$ cat src/rtl/z_track_decoder_pkg.sv
// Drum track word geometry, Z2 sync signature and the expected-Z2 pattern shared by decoder and generator.
// Pure definitions: no latency, no flow control.
package z_track_decoder_pkg;

  localparam int WORD_BITS = 40;
  localparam int ADR_BITS  = 7;
  localparam int ADR_START = 32;
  localparam int LOCK_MISS = 2;
  localparam int BITN_W    = 6;
  localparam int MISS_W    = 2;
  localparam int SIG_BITS  = 10;

  localparam logic [BITN_W-1:0]   LAST_BIT  = BITN_W'(WORD_BITS - 1);
  localparam logic [BITN_W-1:0]   ADR_FIRST = BITN_W'(ADR_START);
  localparam logic [BITN_W-1:0]   ADR_LAST  = BITN_W'(ADR_START + ADR_BITS - 1);
  localparam logic [MISS_W-1:0]   MISS_LAST = MISS_W'(LOCK_MISS - 1);
  // Z2 over n=30..39, oldest bit in the MSB
  localparam logic [SIG_BITS-1:0] SYNC_SIG  = 10'b0111000011;

  typedef enum logic {
    HUNT   = 1'b0,
    LOCKED = 1'b1
  } sync_state_e;

  function automatic logic z2_expect(input logic [BITN_W-1:0] n);
    return (n == 6'd31) || (n == 6'd32) || (n == 6'd33) ||
           (n == 6'd38) || (n == 6'd39);
  endfunction

endpackage

$ cat src/rtl/z2_sync_detector.sv
// Z2 framing: hunts for the sync signature, then tracks bit index and drops lock after repeated misses.
// Latency: LOCK rises on the edge sampling n=39; no backpressure (free-running track).
module z2_sync_detector
  import z_track_decoder_pkg::*;
(
  input  logic              Z1,
  input  logic              CLR,
  input  logic              Z2,
  output logic              lock,
  output logic [BITN_W-1:0] bitn,
  output logic              sync_err,
  output logic              drop
);

  sync_state_e         state_q, state_d;
  logic [SIG_BITS-1:0] hist_q, hist_d;
  logic [BITN_W-1:0]   bitn_q, bitn_d;
  logic [MISS_W-1:0]   miss_q, miss_d;
  logic                sync_err_q, sync_err_d;

  always_ff @(posedge Z1 or negedge CLR) begin
    if (!CLR) begin
      state_q    <= HUNT;
      hist_q     <= '0;
      bitn_q     <= '0;
      miss_q     <= '0;
      sync_err_q <= 1'b0;
    end else begin
      state_q    <= state_d;
      hist_q     <= hist_d;
      bitn_q     <= bitn_d;
      miss_q     <= miss_d;
      sync_err_q <= sync_err_d;
    end
  end

  // drop is combinational so the top can suppress the n=39 capture on the same edge
  always_comb begin
    hist_d     = {hist_q[SIG_BITS-2:0], Z2};
    state_d    = state_q;
    bitn_d     = bitn_q;
    miss_d     = miss_q;
    sync_err_d = 1'b0;
    drop       = 1'b0;
    case (state_q)
      HUNT: begin
        if (hist_d == SYNC_SIG) begin
          state_d = LOCKED;
          bitn_d  = '0;
          miss_d  = '0;
        end
      end
      LOCKED: begin
        bitn_d = (bitn_q == LAST_BIT) ? '0 : bitn_q + 6'd1;
        if (Z2 == z2_expect(bitn_q)) begin
          miss_d = '0;
        end else if (miss_q == MISS_LAST) begin
          drop       = 1'b1;
          state_d    = HUNT;
          bitn_d     = '0;
          miss_d     = '0;
          sync_err_d = 1'b1;
        end else begin
          miss_d = miss_q + 2'd1;
        end
      end
      default: state_d = HUNT;
    endcase
  end

  assign lock     = (state_q == LOCKED);
  assign bitn     = bitn_q;
  assign sync_err = sync_err_q;

endmodule

$ cat src/rtl/z_track_decoder.sv
// Drum Z2/Z3 receiver: rebuilds the sector address per word and flags sequence, framing and sync faults.
// Latency: ADR/ADR_VALID one Z1 edge after address bit 6 (n=38); no backpressure (free-running track).
module z_track_decoder
  import z_track_decoder_pkg::*;
(
  input  logic                Z1,
  input  logic                CLR,
  input  logic                Z2,
  input  logic                Z3,
  output logic [ADR_BITS-1:0] ADR,
  output logic                ADR_VALID,
  output logic                LOCK,
  output logic [BITN_W-1:0]   BITN,
  output logic                SEQ_ERR,
  output logic                FRAME_ERR,
  output logic                SYNC_ERR
);

  logic                drop;
  logic                in_adr;
  logic                adr_end;
  logic                have_prev;
  logic [ADR_BITS-1:0] shreg;

  z2_sync_detector u_sync (
    .Z1       (Z1),
    .CLR      (CLR),
    .Z2       (Z2),
    .lock     (LOCK),
    .bitn     (BITN),
    .sync_err (SYNC_ERR),
    .drop     (drop)
  );

  assign in_adr  = LOCK && (BITN >= ADR_FIRST) && (BITN <= ADR_LAST);
  assign adr_end = LOCK && (BITN == LAST_BIT) && !drop;

  always_ff @(posedge Z1 or negedge CLR) begin
    if (!CLR) begin
      shreg     <= '0;
      ADR       <= '0;
      ADR_VALID <= 1'b0;
      SEQ_ERR   <= 1'b0;
      FRAME_ERR <= 1'b0;
      have_prev <= 1'b0;
    end else begin
      ADR_VALID <= 1'b0;
      SEQ_ERR   <= 1'b0;
      FRAME_ERR <= LOCK && Z3 && !in_adr;
      // LSB arrives first, so it ends up in bit 0 after seven shifts
      if (in_adr)
        shreg <= {Z3, shreg[ADR_BITS-1:1]};
      if (drop) begin
        have_prev <= 1'b0;
      end else if (adr_end) begin
        ADR       <= shreg;
        ADR_VALID <= 1'b1;
        SEQ_ERR   <= have_prev && (shreg != ADR + 7'd1);
        have_prev <= 1'b1;
      end
    end
  end

endmodule

$ cat config.mk
export PLATFORM = sky130hd
export DESIGN_NAME = z_track_decoder
export DESIGN_NICKNAME = d
export VERILOG_FILES = /design/src/rtl/z_track_decoder_pkg.sv /design/src/rtl/z2_sync_detector.sv /design/src/rtl/z_track_decoder.sv
export SDC_FILE = /design/constraint.sdc
export NUM_CORES = 1
export LEC_CHECK = 0
export BUFFER_PORTS_ARGS = -buffer_cell sky130_fd_sc_hd__buf_2
export CAP_MARGIN = 20
export CORE_UTILIZATION = 37
export DETAILED_ROUTE_END_ITERATION = 6
export GPL_TIMING_DRIVEN = 0
export PLACE_DENSITY = 0.6
export SYNTH_ARGS = -nofsm -noshare
export SYNTH_HDL_FRONTEND = slang
export SYNTH_HIERARCHICAL = 1
export SYNTH_SLANG_ARGS = --single-unit
export TNS_END_PERCENT = 100
$ cat constraint.sdc
create_clock -name Z1 -period 2.45 [get_ports Z1]
set_input_delay 0.245 -clock Z1 [delete_from_list [all_inputs] [get_ports Z1]]
set_output_delay 0.245 -clock Z1 [all_outputs]
set_load 0.03 [all_outputs]
==> results.yml, run 1 <==
run_status:
  outcome: "finished clean"
timing:
  finalCritPeriodShare: 0.963
  worstMarginPinSlew_ns: 0.817
  final-setup-viol-count: 0
  fmax_ghz: 0.424
  slew_violations: 0
  hold-worst-slack_ns: 0.0388
  maxSlewHeadroom: 0.453
  grt_setup_unrepaired: "no"
  fin_skew_ns: 0.00562
  fin_ws_ns: 0.0900
  finalHoldViolations: 0
  fin_crit_ns: 2.36
detailed_routing:
  first_iter_violations: 78
  drc: 0
  routed_wl_mm: 3.89
  vias: 1453
  first_pass_iters: 4
  wire_per_inst_um: 13.9
  avgViaCountPerCell: 5.19
  ant_nets: 0
worst_setup_path:
  cp_cell_sequence: "buf_4 > ha_2 > nand2_4 > a21oi_4 > or3_1 > buf_6 > nand3_4 > nor3b_4 > nor3_4 > buf_6 > mux2_2"
  cp.arrival_ns: 2.54
  rrSetupSlack_ns: 0.09
  required_ns: 2.63
  critPathSlowestCell: "dfrtp_2"
  crit_fanout: 5
  cp.buffers_inverters: 3
  end_kind: "flip-flop"
  r2r_start: "u_sync/bitn[1]"
  cp_top_family: "simple AND/OR/NAND/NOR gates"
  r2r_end: "ADR[4]"
  rr_worst_depth: 11
  slowest_delay_ns: 0.44
  cp_common_cell: "buf_6"
  path_class: "flip-flop to flip-flop"
  start_kind: "flip-flop"
clocking:
  cts_sinks: 37
  worstSkewPairLatency_ns: 0.29
  cts_root_buf: "clkbuf_8"
  hold_buffers: 0
  cts_buffers: 5
  tritoncts: "built"
  max-clock-path-buffers: 2
  path_clk_slew_ns: 0.07
  htreeDepth: 2
pwr:
  p_leak_nw: 1.05
  clock_power_share: 0.224
  combPwrFrac: 0.368
  power_density_nw_per_um2: 832
  power_w: 0.00195
  pwr-share-seq: 0.408
  p_sw_frac: 0.363
  switchingPower_w: 0.000708
  intPower_w: 0.00124
  vdd_drop_max_v: 0.000514
floorplanning:
  core_area_um2: 4750
  die_w_um: 72.6
  die_area_um2: 5270
  start_util: 0.388
  die_y_um: 72.6
  rows: 25
  ioPinCount: 22
logic_synthesis:
  yosysMostFrequentCell: "dfrtp_1"
  yosysTopAreaCell: "dfrtp_1"
  synth_cell_types: 49
  ys_ff_latch: 37
  synth-edff-count: 0
  async_flop_share: 1.00
  synth_top_area_share: 0.502
  syn_nets: 177
  ys.warnings.count: 6
  synth_area_leaders: "dfrtp_1 50%, mux2_2 6.7%, nand2_1 3.5%"
  synthFlopType: "dfrtp_1"
  yosysSeqAreaShare: 0.502
  postSynthAreaPerCell_um2: 11.0
  synth_commonest_cells: "37 x dfrtp_1, 17 x nand2_1, 11 x mux2_2"
  netlist_area_um2: 1840
  syn_inst: 168
grt:
  grt_pass1_vias: 1327
  grt_usage: 0.163
  antenna_found_initial: 0
  grt_max_degree: 38
  grt_pass1_wl_mm: 6.34
  grt_overflow: 0
placement:
  hpwlAfterDp_mm: 2.41
  placedCellCount: 256
  placed_area_um2: 2040
  post-place-ws_ns: -0.0928
  gp_congestion: 0.872
  io_buffers: 21
finish:
  layoutNonFillerInstCount: 280
  diodes: 0
  layout.nets: 221
  drive_above_1_share: 0.399
  area_growth_pct: 27.2
  layout.cell_area.non_filler_um2: 2340
min_path:
  holdCritPathClass: "input pin to async pin"
flow_run:
  cap_violations: 0
[registers in the layout, indices dropped and copies added (netlist names)]
name,flops
ADR_VALID,1
shreg,7
u_sync/hist_q,9
u_sync/sync_err,1
u_sync/bitn,6
u_sync/lock,1
u_sync/miss_q,2
ADR,7
SEQ_ERR,1
have_prev,1
FRAME_ERR,1
[timing repair]
action | CTS | global route
pin swaps | 4 | 8
setup endpoints to repair | 5 | 8
cloned | 1 | 0
setup buffers | 8 | 7
gates resized for setup | 11 | 12
[worst reg2reg max path, delay by kind of cell (launching register included)]
family          cells  cell delay (ns)
simple gates        5             0.78
mux                 1             0.33
buf+inv             3             0.44
compound gates      1             0.05
flops               1             0.44
fa+ha+maj           1             0.20
[per-stage QoR]
stage               TNS, ns   util
finish                    0  0.493
global route              0  0.493
CTS                       0  0.472
detailed placement   -0.459  0.430
global placement     -0.608  0.430
floorplan                 0      -
[layer usage]
metal  vias to the layer above  routed length [um]  part of all wire  track usage
met3                        15                 212             0.055       0.0566
met5                         -                   0                 0            0
met2                        42                1790              0.46        0.236
met1                       698                1780              0.46        0.217
met4                         0                 100             0.026       0.0806
li1                        698                   -                 -            -
[layout by cell type, fill, tap and decap left out, types with 3 or more instances in the layout]
master    instances
nand2_1          16
xnor2_1           5
buf_6             3
buf_4            16
inv_1             8
o21ai_0           7
nor2_1            4
a31oi_1           6
buf_2            22
clkbuf_8          6
nand2b_1          3
nand3_1           7
clkbuf_1          4
dfrtp_2           4
nor3_4            3
a311oi_1          5
dfrtp_1          33
mux2_2           11
[power groups by stage]
stage	Clock, W	Combinational (W)	Sequential [W]
final	0.000437	0.000718	0.000795
after global routing	0.000478	0.000778	0.000809
after CTS	0.000455	0.000597	0.000798
after detailed placement	0	0.000471	0.000814
after global placement	0	0.000467	0.000813
after floorplan	0	0.000258	0.000884
[area by class of cell]
class | count | area (um2)
Buffer | 7 | 47.5
Clock buffer | 8 | 90.1
Fill cell | 440 | 2410
Inverter | 10 | 37.5
Multi-Input combinational cell | 114 | 926
Sequential cell | 37 | 931
Tap cell | 67 | 83.8
Timing Repair Buffer | 37 | 229
[how the worst max path moves through the flow]
stage          cells after the start  endpoint      startpoint  slack, ns
2_1_floorplan                     11    ADR[1]  u_sync/bitn[1]       0.05
3_3_place_gp                      10    ADR[3]  u_sync/bitn[1]      -0.12
3_5_place_dp                      10    ADR[4]  u_sync/bitn[1]      -0.09
4_1_cts                           11    ADR[4]  u_sync/bitn[1]      0.007
5_1_grt                           11    ADR[2]  u_sync/bitn[0]      0.001
6_report                          11    ADR[4]  u_sync/bitn[1]       0.09
[kinds of logic after synthesis]
group                    share of synthesized area
adder cells (fa/ha/maj)                     0.0339
multiplexers                                0.0733
XOR/XNOR                                    0.0333
AO/OA/AOI/OAI                                0.141
buffers and inverters                       0.0462
AND/OR/NAND/NOR                              0.170
flip-flops                                   0.502
No activity file was read; power rests on OpenSTA's default activity.
==> inputs of run 2 (changes only) <==
CORE_MARGIN = 1.5   (was unset)
==> run 2 against run 1 <==
Sequential power shrank 1%. Core utilization grew 0.97 points. Non-clock buffer count is 1 lower. Critical path type unchanged.
==> results.yml, run 2 (synthesis results as in run 1) <==
timing:
  fmax_ghz: 0.419
  slew_violations: 0
  finalHoldViolations: 0
  worstMarginPinSlew_ns: 0.854
  final-setup-viol-count: 0
  finalSetupTns_ns: 0
  hold-worst-slack_ns: 0.0422
  fin_skew_ns: 0.0109
  fin_crit_ns: 2.39
  maxSlewHeadroom: 0.428
  finalCritPeriodShare: 0.974
  grt_setup_unrepaired: "yes"
clocking:
  cts_sinks: 37
  cts_buffers: 5
  path_clk_slew_ns: 0.08
  hold_buffers: 0
  cts_root_buf: "clkbuf_8"
  worstSkewPairLatency_ns: 0.30
  max-clock-path-buffers: 2
  tritoncts: "built"
  htreeDepth: 2
detailed_routing:
  ant_nets: 0
  first_pass_iters: 4
  routed_wl_mm: 3.89
  first_iter_violations: 87
  avgViaCountPerCell: 5.17
  drc: 0
  wire_per_inst_um: 13.9
  vias: 1443
placement:
  io_buffers: 21
  gp_congestion: 0.873
  hpwlAfterDp_mm: 2.44
  placed_area_um2: 2040
worst_setup_path:
  crit_fanout: 6
  cp.arrival_ns: 2.56
  required_ns: 2.63
  end_kind: "flip-flop"
  start_kind: "flip-flop"
  path_class: "flip-flop to flip-flop"
  rr_worst_depth: 11
floorplanning:
  core_area_um2: 4750
  ioPinCount: 22
  die_y_um: 73.6
  die_area_um2: 5410
  die_w_um: 73.6
  start_util: 0.388
  rows: 25
run_status:
  outcome: "finished clean"
grt:
  grt_usage: 0.155
  grt_pass1_wl_mm: 6.30
  antenna_found_initial: 0
  grt_max_degree: 38
  grt_overflow: 0
  grt_pass1_vias: 1331
finish:
  largest_reg_flops: 9
  layout.cell_area.non_filler_um2: 2390
  largestRegisters: "u_sync/hist_q: 9 flops, ADR: 7 flops, shreg: 7 flops"
  area_growth_pct: 29.7
  diodes: 0
  final_cell_mix: "33 x dfrtp_1, 22 x buf_2, 15 x nand2_1"
  regMostFlops: "u_sync/hist_q"
  layout.nets: 220
  drive_above_1_share: 0.415
  final_common_cell: "dfrtp_1"
pwr:
  power_density_nw_per_um2: 813
  power_w: 0.00194
  p_leak_nw: 1.06
  vdd_drop_max_v: 0.000498
flow_run:
  cap_violations: 0
min_path:
  holdCritPathClass: "input pin to async pin"
run 2: stage by stage:
step | util | setup slack (ns) | std cells
after detailed placement | 0.430 | -0.0923 | 256
after CTS | 0.475 | 0.0111 | 274
after floorplan | - | 0.0488 | 168
after global routing | 0.503 | -0.0365 | 279
final | 0.503 | 0.0634 | 279
after global placement | 0.430 | -0.119 | 256
run 2: final timing paths:
kind,slack (ns),start,to
min in group Z1,0.14,Z2,u_sync/hist_q[0]
max,0.06,u_sync/bitn[1],ADR[2]
max reg2reg,0.06,u_sync/bitn[1],ADR[2]
min reg2reg,0.37,u_sync/hist_q[6],u_sync/hist_q[7]
max in group asynchronous,1.84,CLR,u_sync/bitn[3]
min,0.04,CLR,u_sync/bitn[4]
run 2: where the power goes:
group,switching (W),total (W),internal (W)
Sequential,0.0000995,0.000786,0.000686
Clock,0.000230,0.000489,0.000260
Combinational,0.000386,0.000670,0.000284
run 2: critical path, stage by stage, from the launching register on:
cell     delay, ns
dfrtp_2       0.43
inv_2         0.07
ha_4          0.16
nor3_4        0.24
nor3_4        0.07
or3_1         0.38
buf_6         0.13
nand3_4       0.08
nor3b_4       0.05
nor3_2        0.16
buf_6         0.18
mux2_4        0.30
run 2: final cells by class:
cell class / instances / area, um2
Buffer: 7 / 47.5
Clock buffer: 7 / 96.3
Clock inverter: 1 / 8.76
Fill cell: 448 / 2360
Inverter: 10 / 37.5
Multi-Input combinational cell: 114 / 961
Sequential cell: 37 / 931
Tap cell: 67 / 83.8
Timing Repair Buffer: 36 / 225
run 2: metal layers:
layer / part of all wire / GRT usage / wire (um)
met2: 0.46 / 0.228 / 1800
met1: 0.47 / 0.215 / 1840
met4: 0.014 / 0.0535 / 55
met3: 0.049 / 0.0508 / 190
met5: 0 / 0 / 0
run 2: timing repair:
| action | 4_1_cts | 5_1_grt |
|---|---|---|
| buffers inserted | 10 | 5 |
| endpoints found under the setup margin | 7 | 8 |
| pin swaps | 3 | 6 |
| gates resized for setup | 10 | 22 |
